**src/rtl/synth_pkg.sv**
```systemverilog
// Shared types and constants for the synth voice allocator: voice/allocator state encodings,
// port widths, and the top-octave frequency table (MIDI notes 120..131, Q14.4 Hz, truncated).
package synth_pkg;

    localparam int FREQ_W = 18;
    localparam int VOL_W  = 8;

    typedef enum logic [1:0] {
        IDLE    = 2'd0,
        ATTACK  = 2'd1,
        SUSTAIN = 2'd2,
        RELEASE = 2'd3
    } voice_state_e;

    typedef enum logic [1:0] {
        ACCEPT = 2'd0,
        SEARCH = 2'd1,
        APPLY  = 2'd2
    } alloc_state_e;

    // C9 .. B9; lower octaves are obtained by right-shifting these.
    localparam logic [FREQ_W-1:0] BASE_FREQ [12] = '{
        18'd133952, 18'd141917, 18'd150356, 18'd159297,
        18'd168769, 18'd178804, 18'd189437, 18'd200701,
        18'd212636, 18'd225280, 18'd238675, 18'd252868
    };

endpackage

```
**src/rtl/note_to_freq.sv**
```systemverilog
// Combinational MIDI note -> Q14.4 frequency: octave/semitone split, table lookup, shift down.
// Zero latency, no handshake.
module note_to_freq
    import synth_pkg::*;
(
    input  logic [6:0]        note_i,
    output logic [FREQ_W-1:0] freq_o
);

    logic [3:0] oct;
    logic [3:0] semi;
    logic [3:0] shamt;

    always_comb begin
        oct    = 4'(note_i / 7'd12);
        semi   = 4'(note_i % 7'd12);
        shamt  = 4'd10 - oct;
        freq_o = BASE_FREQ[semi] >> shamt;
    end

endmodule

```
**src/rtl/synth_voice_allocator.sv**
```systemverilog
// Note-event voice allocator with per-voice attack/sustain/release volume ramps.
// Event applied 2 cycles after handshake; ev_ready low for the 2 cycles following an accept.
module synth_voice_allocator
    import synth_pkg::*;
#(
    parameter int VOICES       = 4,
    parameter int ATTACK_STEP  = 8,
    parameter int RELEASE_STEP = 4
) (
    input  logic                     clk,
    input  logic                     reset_n,
    input  logic                     ev_valid,
    output logic                     ev_ready,
    input  logic                     ev_note_on,
    input  logic [6:0]               ev_note,
    input  logic [6:0]               ev_velocity,
    input  logic                     env_tick,
    output logic [VOICES*FREQ_W-1:0] frequencies,
    output logic [VOICES*VOL_W-1:0]  voice_volumes,
    output logic [VOICES-1:0]        voice_active
);

    localparam int IDX_W = (VOICES > 1) ? $clog2(VOICES) : 1;

    alloc_state_e     alloc_q, alloc_d;
    logic             live_q;
    logic             ev_on_q, ev_on_d;
    logic [6:0]       ev_note_q, ev_note_d;
    logic [VOL_W-1:0] ev_tgt_q, ev_tgt_d;
    logic             hit_q, hit_d;
    logic             retrig_q, retrig_d;
    logic [IDX_W-1:0] idx_q, idx_d;

    logic [6:0]        note_q [VOICES];
    logic [6:0]        note_d [VOICES];
    voice_state_e      st_q   [VOICES];
    voice_state_e      st_d   [VOICES];
    logic [VOL_W-1:0]  vol_q  [VOICES];
    logic [VOL_W-1:0]  vol_d  [VOICES];
    logic [VOL_W-1:0]  tgt_q  [VOICES];
    logic [VOL_W-1:0]  tgt_d  [VOICES];
    logic [7:0]        age_q  [VOICES];
    logic [7:0]        age_d  [VOICES];
    logic [FREQ_W-1:0] freq_q [VOICES];
    logic [FREQ_W-1:0] freq_d [VOICES];

    logic [FREQ_W-1:0] new_freq;

    logic             same_fnd, idle_fnd, off_fnd;
    logic [IDX_W-1:0] same_idx, idle_idx, off_idx, old_idx;
    logic [7:0]       old_age;

    note_to_freq u_note_to_freq (
        .note_i (ev_note_q),
        .freq_o (new_freq)
    );

    // live_q keeps ev_ready low through reset and for no longer than the first edge after it.
    assign ev_ready = live_q && (alloc_q == ACCEPT);

    always_comb begin
        alloc_d   = alloc_q;
        ev_on_d   = ev_on_q;
        ev_note_d = ev_note_q;
        ev_tgt_d  = ev_tgt_q;
        case (alloc_q)
            ACCEPT: begin
                if (ev_valid && ev_ready) begin
                    ev_on_d   = ev_note_on && (ev_velocity != 7'd0);
                    ev_note_d = ev_note;
                    ev_tgt_d  = {ev_velocity, 1'b0};
                    alloc_d   = SEARCH;
                end
            end
            SEARCH:  alloc_d = APPLY;
            default: alloc_d = ACCEPT;
        endcase
    end

    // Descending scans let the lowest matching index win; the age scan uses a strict compare
    // so ties also resolve to the lowest index.
    always_comb begin
        same_fnd = 1'b0;
        idle_fnd = 1'b0;
        off_fnd  = 1'b0;
        same_idx = '0;
        idle_idx = '0;
        off_idx  = '0;
        old_idx  = '0;
        old_age  = '0;
        for (int v = VOICES - 1; v >= 0; v--) begin
            if (st_q[v] != IDLE && note_q[v] == ev_note_q) begin
                same_fnd = 1'b1;
                same_idx = IDX_W'(v);
            end
            if (st_q[v] == IDLE) begin
                idle_fnd = 1'b1;
                idle_idx = IDX_W'(v);
            end
            if ((st_q[v] == ATTACK || st_q[v] == SUSTAIN) && note_q[v] == ev_note_q) begin
                off_fnd = 1'b1;
                off_idx = IDX_W'(v);
            end
        end
        for (int v = 0; v < VOICES; v++) begin
            if (age_q[v] > old_age) begin
                old_age = age_q[v];
                old_idx = IDX_W'(v);
            end
        end

        hit_d    = hit_q;
        retrig_d = retrig_q;
        idx_d    = idx_q;
        if (alloc_q == SEARCH) begin
            if (ev_on_q) begin
                hit_d    = 1'b1;
                retrig_d = same_fnd;
                idx_d    = same_fnd ? same_idx : (idle_fnd ? idle_idx : old_idx);
            end else begin
                hit_d    = off_fnd;
                retrig_d = 1'b0;
                idx_d    = off_idx;
            end
        end
    end

    // Envelope step first, then APPLY overrides the selected voice so its tick is dropped.
    always_comb begin
        note_d = note_q;
        st_d   = st_q;
        vol_d  = vol_q;
        tgt_d  = tgt_q;
        age_d  = age_q;
        freq_d = freq_q;
        for (int v = 0; v < VOICES; v++) begin
            if (env_tick) begin
                case (st_q[v])
                    ATTACK: begin
                        if ({1'b0, vol_q[v]} + 9'(ATTACK_STEP) >= {1'b0, tgt_q[v]}) begin
                            vol_d[v] = tgt_q[v];
                            st_d[v]  = SUSTAIN;
                        end else begin
                            vol_d[v] = vol_q[v] + VOL_W'(ATTACK_STEP);
                        end
                    end
                    RELEASE: begin
                        if ({1'b0, vol_q[v]} <= 9'(RELEASE_STEP)) begin
                            vol_d[v] = '0;
                            st_d[v]  = IDLE;
                        end else begin
                            vol_d[v] = vol_q[v] - VOL_W'(RELEASE_STEP);
                        end
                    end
                    default: ;
                endcase
            end
            if (alloc_q == APPLY && hit_q) begin
                if (IDX_W'(v) == idx_q) begin
                    if (ev_on_q) begin
                        note_d[v] = ev_note_q;
                        tgt_d[v]  = ev_tgt_q;
                        st_d[v]   = ATTACK;
                        age_d[v]  = '0;
                        freq_d[v] = new_freq;
                        vol_d[v]  = retrig_q ? vol_q[v] : '0;
                    end else begin
                        st_d[v]   = RELEASE;
                        vol_d[v]  = vol_q[v];
                    end
                end else if (ev_on_q && age_q[v] != 8'hFF) begin
                    age_d[v] = age_q[v] + 8'd1;
                end
            end
        end
    end

    always_ff @(posedge clk or negedge reset_n) begin
        if (!reset_n) begin
            alloc_q   <= ACCEPT;
            live_q    <= 1'b0;
            ev_on_q   <= 1'b0;
            ev_note_q <= '0;
            ev_tgt_q  <= '0;
            hit_q     <= 1'b0;
            retrig_q  <= 1'b0;
            idx_q     <= '0;
            for (int v = 0; v < VOICES; v++) begin
                note_q[v] <= '0;
                st_q[v]   <= IDLE;
                vol_q[v]  <= '0;
                tgt_q[v]  <= '0;
                age_q[v]  <= '0;
                freq_q[v] <= '0;
            end
        end else begin
            alloc_q   <= alloc_d;
            live_q    <= 1'b1;
            ev_on_q   <= ev_on_d;
            ev_note_q <= ev_note_d;
            ev_tgt_q  <= ev_tgt_d;
            hit_q     <= hit_d;
            retrig_q  <= retrig_d;
            idx_q     <= idx_d;
            note_q    <= note_d;
            st_q      <= st_d;
            vol_q     <= vol_d;
            tgt_q     <= tgt_d;
            age_q     <= age_d;
            freq_q    <= freq_d;
        end
    end

    always_comb begin
        frequencies   = '0;
        voice_volumes = '0;
        voice_active  = '0;
        for (int v = 0; v < VOICES; v++) begin
            frequencies[v*FREQ_W +: FREQ_W] = freq_q[v];
            voice_volumes[v*VOL_W +: VOL_W] = vol_q[v];
            voice_active[v]                 = (st_q[v] != IDLE);
        end
    end

endmodule

```
**config.mk**
```make
export PLATFORM = sky130hd
export DESIGN_NAME = synth_voice_allocator
export DESIGN_NICKNAME = d
export VERILOG_FILES = /design/src/rtl/synth_pkg.sv /design/src/rtl/note_to_freq.sv /design/src/rtl/synth_voice_allocator.sv
export SDC_FILE = /design/constraint.sdc
export NUM_CORES = 1
export LEC_CHECK = 0
export ABC_AREA = 1
export CAP_MARGIN = 20
export CORE_ASPECT_RATIO = 1.5
export CORE_MARGIN = 5
export CORE_UTILIZATION = 44
export CTS_BUF_LIST = sky130_fd_sc_hd__clkbuf_2
export CTS_CLUSTER_SIZE = 30
export DETAILED_ROUTE_END_ITERATION = 8
export PLACE_DENSITY = 0.67
export SYNTH_ARGS = -nofsm -noshare
export SYNTH_HDL_FRONTEND = slang
export SYNTH_HIERARCHICAL = 1
export SYNTH_SLANG_ARGS = --single-unit
```
**constraint.sdc**
```tcl
create_clock -name clk -period 4 [get_ports clk]
set_input_delay 1.2 -clock clk [delete_from_list [all_inputs] [get_ports clk]]
set_output_delay 1.2 -clock clk [all_outputs]
set_load 0.02 [all_outputs]
```
==> flow_summary.yaml <==
clock_network:
  cts_tree: "done"
  cts_inserted_buffers: 57
  htreeDepth: 2
  clkSinkCount: 222
  cts_buffer_depth: 3
  cts.clk_slew.worst_paths_ns: 0.13
  holdBufCountCts: 0
  root_buffer: "clkbuf_2"
  clk_latency_ns: 0.89
routing:
  antenna_left: 0
  route.detailed.drc: 0
  drtIter0Drc: 646
  wl_mm: 40.4
  first_pass_iters: 5
  vias_per_cell: 5.23
  wl_per_cell_microns: 16.1
  vias: 13100
synthesis:
  synth_top_area_share_pct: 39.8
  synth_top_area_cell: "dfrtp_1"
  synth_edf_count: 0
  muxShareOfSynthArea_pct: 0
  synth_fa_ha_area_share_pct: 8.43
  synth_area_leaders: "dfrtp_1 40%, nand2_1 15%, ha_1 8.4%"
  yosysMostFrequentCell: "nand2_1"
  async_flop_share_pct: 100
  yosysWarnings: 6
  ys_seq_elements: 222
  synth_compound_area_share_pct: 13.3
  avgSynthCellArea_sq_um: 7.43
  yosys_most_used_dff: "dfrtp_1"
  ys_types: 51
  synthTopCellsByCount: "561 x nand2_1, 222 x dfrtp_1, 220 x o21ai_0"
  synthCells: 1878
  syn_area_sq_um: 14000
  synth_top_family_by_area: "simple AND/OR/NAND/NOR gates"
  seq_area_frac_synth_pct: 39.8
  synth_xor_area_share_pct: 3.08
  synth-simple-area-share_pct: 27.6
  synth_fp_nets: 1991
status:
  status: "complete, but fails checks"
  failed_checks: "negative setup slack"
placed_design:
  port_buffers: 127
  place_area_sq_um: 15800
  place_congestion: 0.871
  hpwl_mm: 29.7
timing:
  setup_viol: 2
  fin_ws_ns: -0.187
  rsz0062_at_grt: "yes"
  min_period_ns: 4.19
  skew_ns: 0.0655
  drv_slew: 0
  post-route-period-util_pct: 105
  tightest_slew_ns: 0.861
  fmax_mhz: 239
  hold_viol_final: 0
  max_slew_margin_pct: 42.6
setup_path:
  crit_fanout: 5
  cp.depth: 37
  cp_common_cell: "nand2_1"
  worstSetupPathType: "reg -> reg"
  path_delay_family: "simple AND/OR/NAND/NOR gates"
  regToRegSetupSlack_ns: -0.19
  cp.required_ns: 4.75
  cp.arrival_ns: 4.94
  cpMaxStageDelayCell: "dfrtp_1"
  cpPeakStageDelay_ns: 0.41
  path_buf_inv: 6
  reg2reg_depth: 37
  end_kind: "register"
  cp-start-kind: "register"
global_route:
  antenna_found_initial: 1
  use_met1_pct: 24.3
  grtUsageMet3_pct: 5.14
  grtUsageTotal_pct: 22.6
  overflow: 0
  grt_pass1_vias: 13300
  grt_pass1_wl_mm: 66.0
  grt.busiest_layer: "met2"
  grt_max_degree: 96
  use_met2_pct: 42.3
die:
  die_w_microns: 155
  dieArea_sq_um: 35400
  io-pin-count: 128
  core_area_sq_um: 31500
  rows: 80
  start_util_pct: 44.3
  fp.dieH_microns: 228
pwr:
  vdd_drop_max_v: 0.000461
  powerDensity_nw_per_um2: 826
  p_leak_nw: 8.17
  p_total_mw: 13.6
cells_and_area:
  nets: 2173
  drive_gt1_share_pct: 10.2
  syn_to_final_growth_pct: 18.3
  fin_area_sq_um: 16500
min_path:
  hold_path.class: "in -> async"
job:
  drv_cap: 0
## layer usage
layer	part of all wire (%)	vias up
li1	-	6490
met1	38	6170
met2	53	356
met3	5.6	101
met4	3.5	0
met5	0	-
## final timing paths
check,endpoint,startpoint
min in group clk,frequencies[32],frequencies[32]
worst min register to register,frequencies[32],frequencies[32]
worst max-delay path,idx_q[1],age_q[31]
max in group asynchronous,voice_volumes[1],reset_n
worst min-delay path,voice_volumes[29],reset_n
worst max register to register,idx_q[1],age_q[31]
## state kept, by name, summed over array words and instances, names as in the netlist
name and count:
st_q 8, hit_q 1, ev_note_q 7, frequencies 72, alloc_q 2, live_q 1
ev_tgt_q 7, age_q 32, tgt_q 28, note_q 28, retrig_q 1, idx_q 2
voice_volumes 32, ev_on_q 1
## cell usage in the layout, fill, tap and decap left out, drive strengths merged
master	instances
clkdlybuf4s50	126
dfrtp	222
nor3	19
a21o	1
nand4	24
o221a	1
ha	94
and2	1
a21oi	92
nand3	167
a211oi	1
o21ai	228
diode	1
buf	52
xor2	29
inv	218
and3	1
nor4	2
bufinv	1
a2bb2oi	1
xnor2	18
or2	5
conb	1
a31oi	5
clkbuf	74
o21a	2
nand2	573
nand3b	6
nor3b	2
clkinvlp	2
o211ai	7
o31ai	2
o21bai	5
nor2	94
clkinv	22
## power by group
part	switching (mW)	internal, mW
combinational	5.26	3.25
sequential	0.661	2.91
clock	0.984	0.574
## cell type report
type	instances	area [sq um]
tap	410	513
clock inverter	23	119
multi-input combinational	1381	7440
clock buffer	74	370
fill	3062	15000
antenna	1	2.50
inverter	219	826
timing repair inverter	1	7.51
timing repair buffer	178	1670
sequential	222	5560
## per-stage QoR
step                setup slack, ns  std cells  TNS [ns]  hold slack [ns]  utilization (%)
global placement            -0.0345       2398   -0.0369            0.468             50.1
floorplan                    0.0216       1878         0            0.453                -
detailed placement           -0.267       2398    -0.462            0.471             50.1
global route                 -0.501       2509    -0.959            0.310             52.4
finish                       -0.187       2509    -0.306            0.320             52.4
CTS                         -0.0409       2504   -0.0409            0.257             52.1
## kinds of logic after synthesis
family / count (synthesis)
simple gates: 892
compound gates: 345
buf+inv: 277
flops: 222
fa+ha+maj: 94
xor+xnor: 47
other cells: 1
## repair_timing
| action | in CTS | in global routing |
|---|---|---|
| buffers inserted | 6 | 4 |
| gates cloned | 3 | 0 |
| resized for setup | 26 | 20 |
| hold endpoints to repair | 0 | 0 |
| pin swaps | 4 | 18 |
| setup endpoints to repair | 2 | 18 |
No activity file was read; power rests on OpenSTA's default activity.
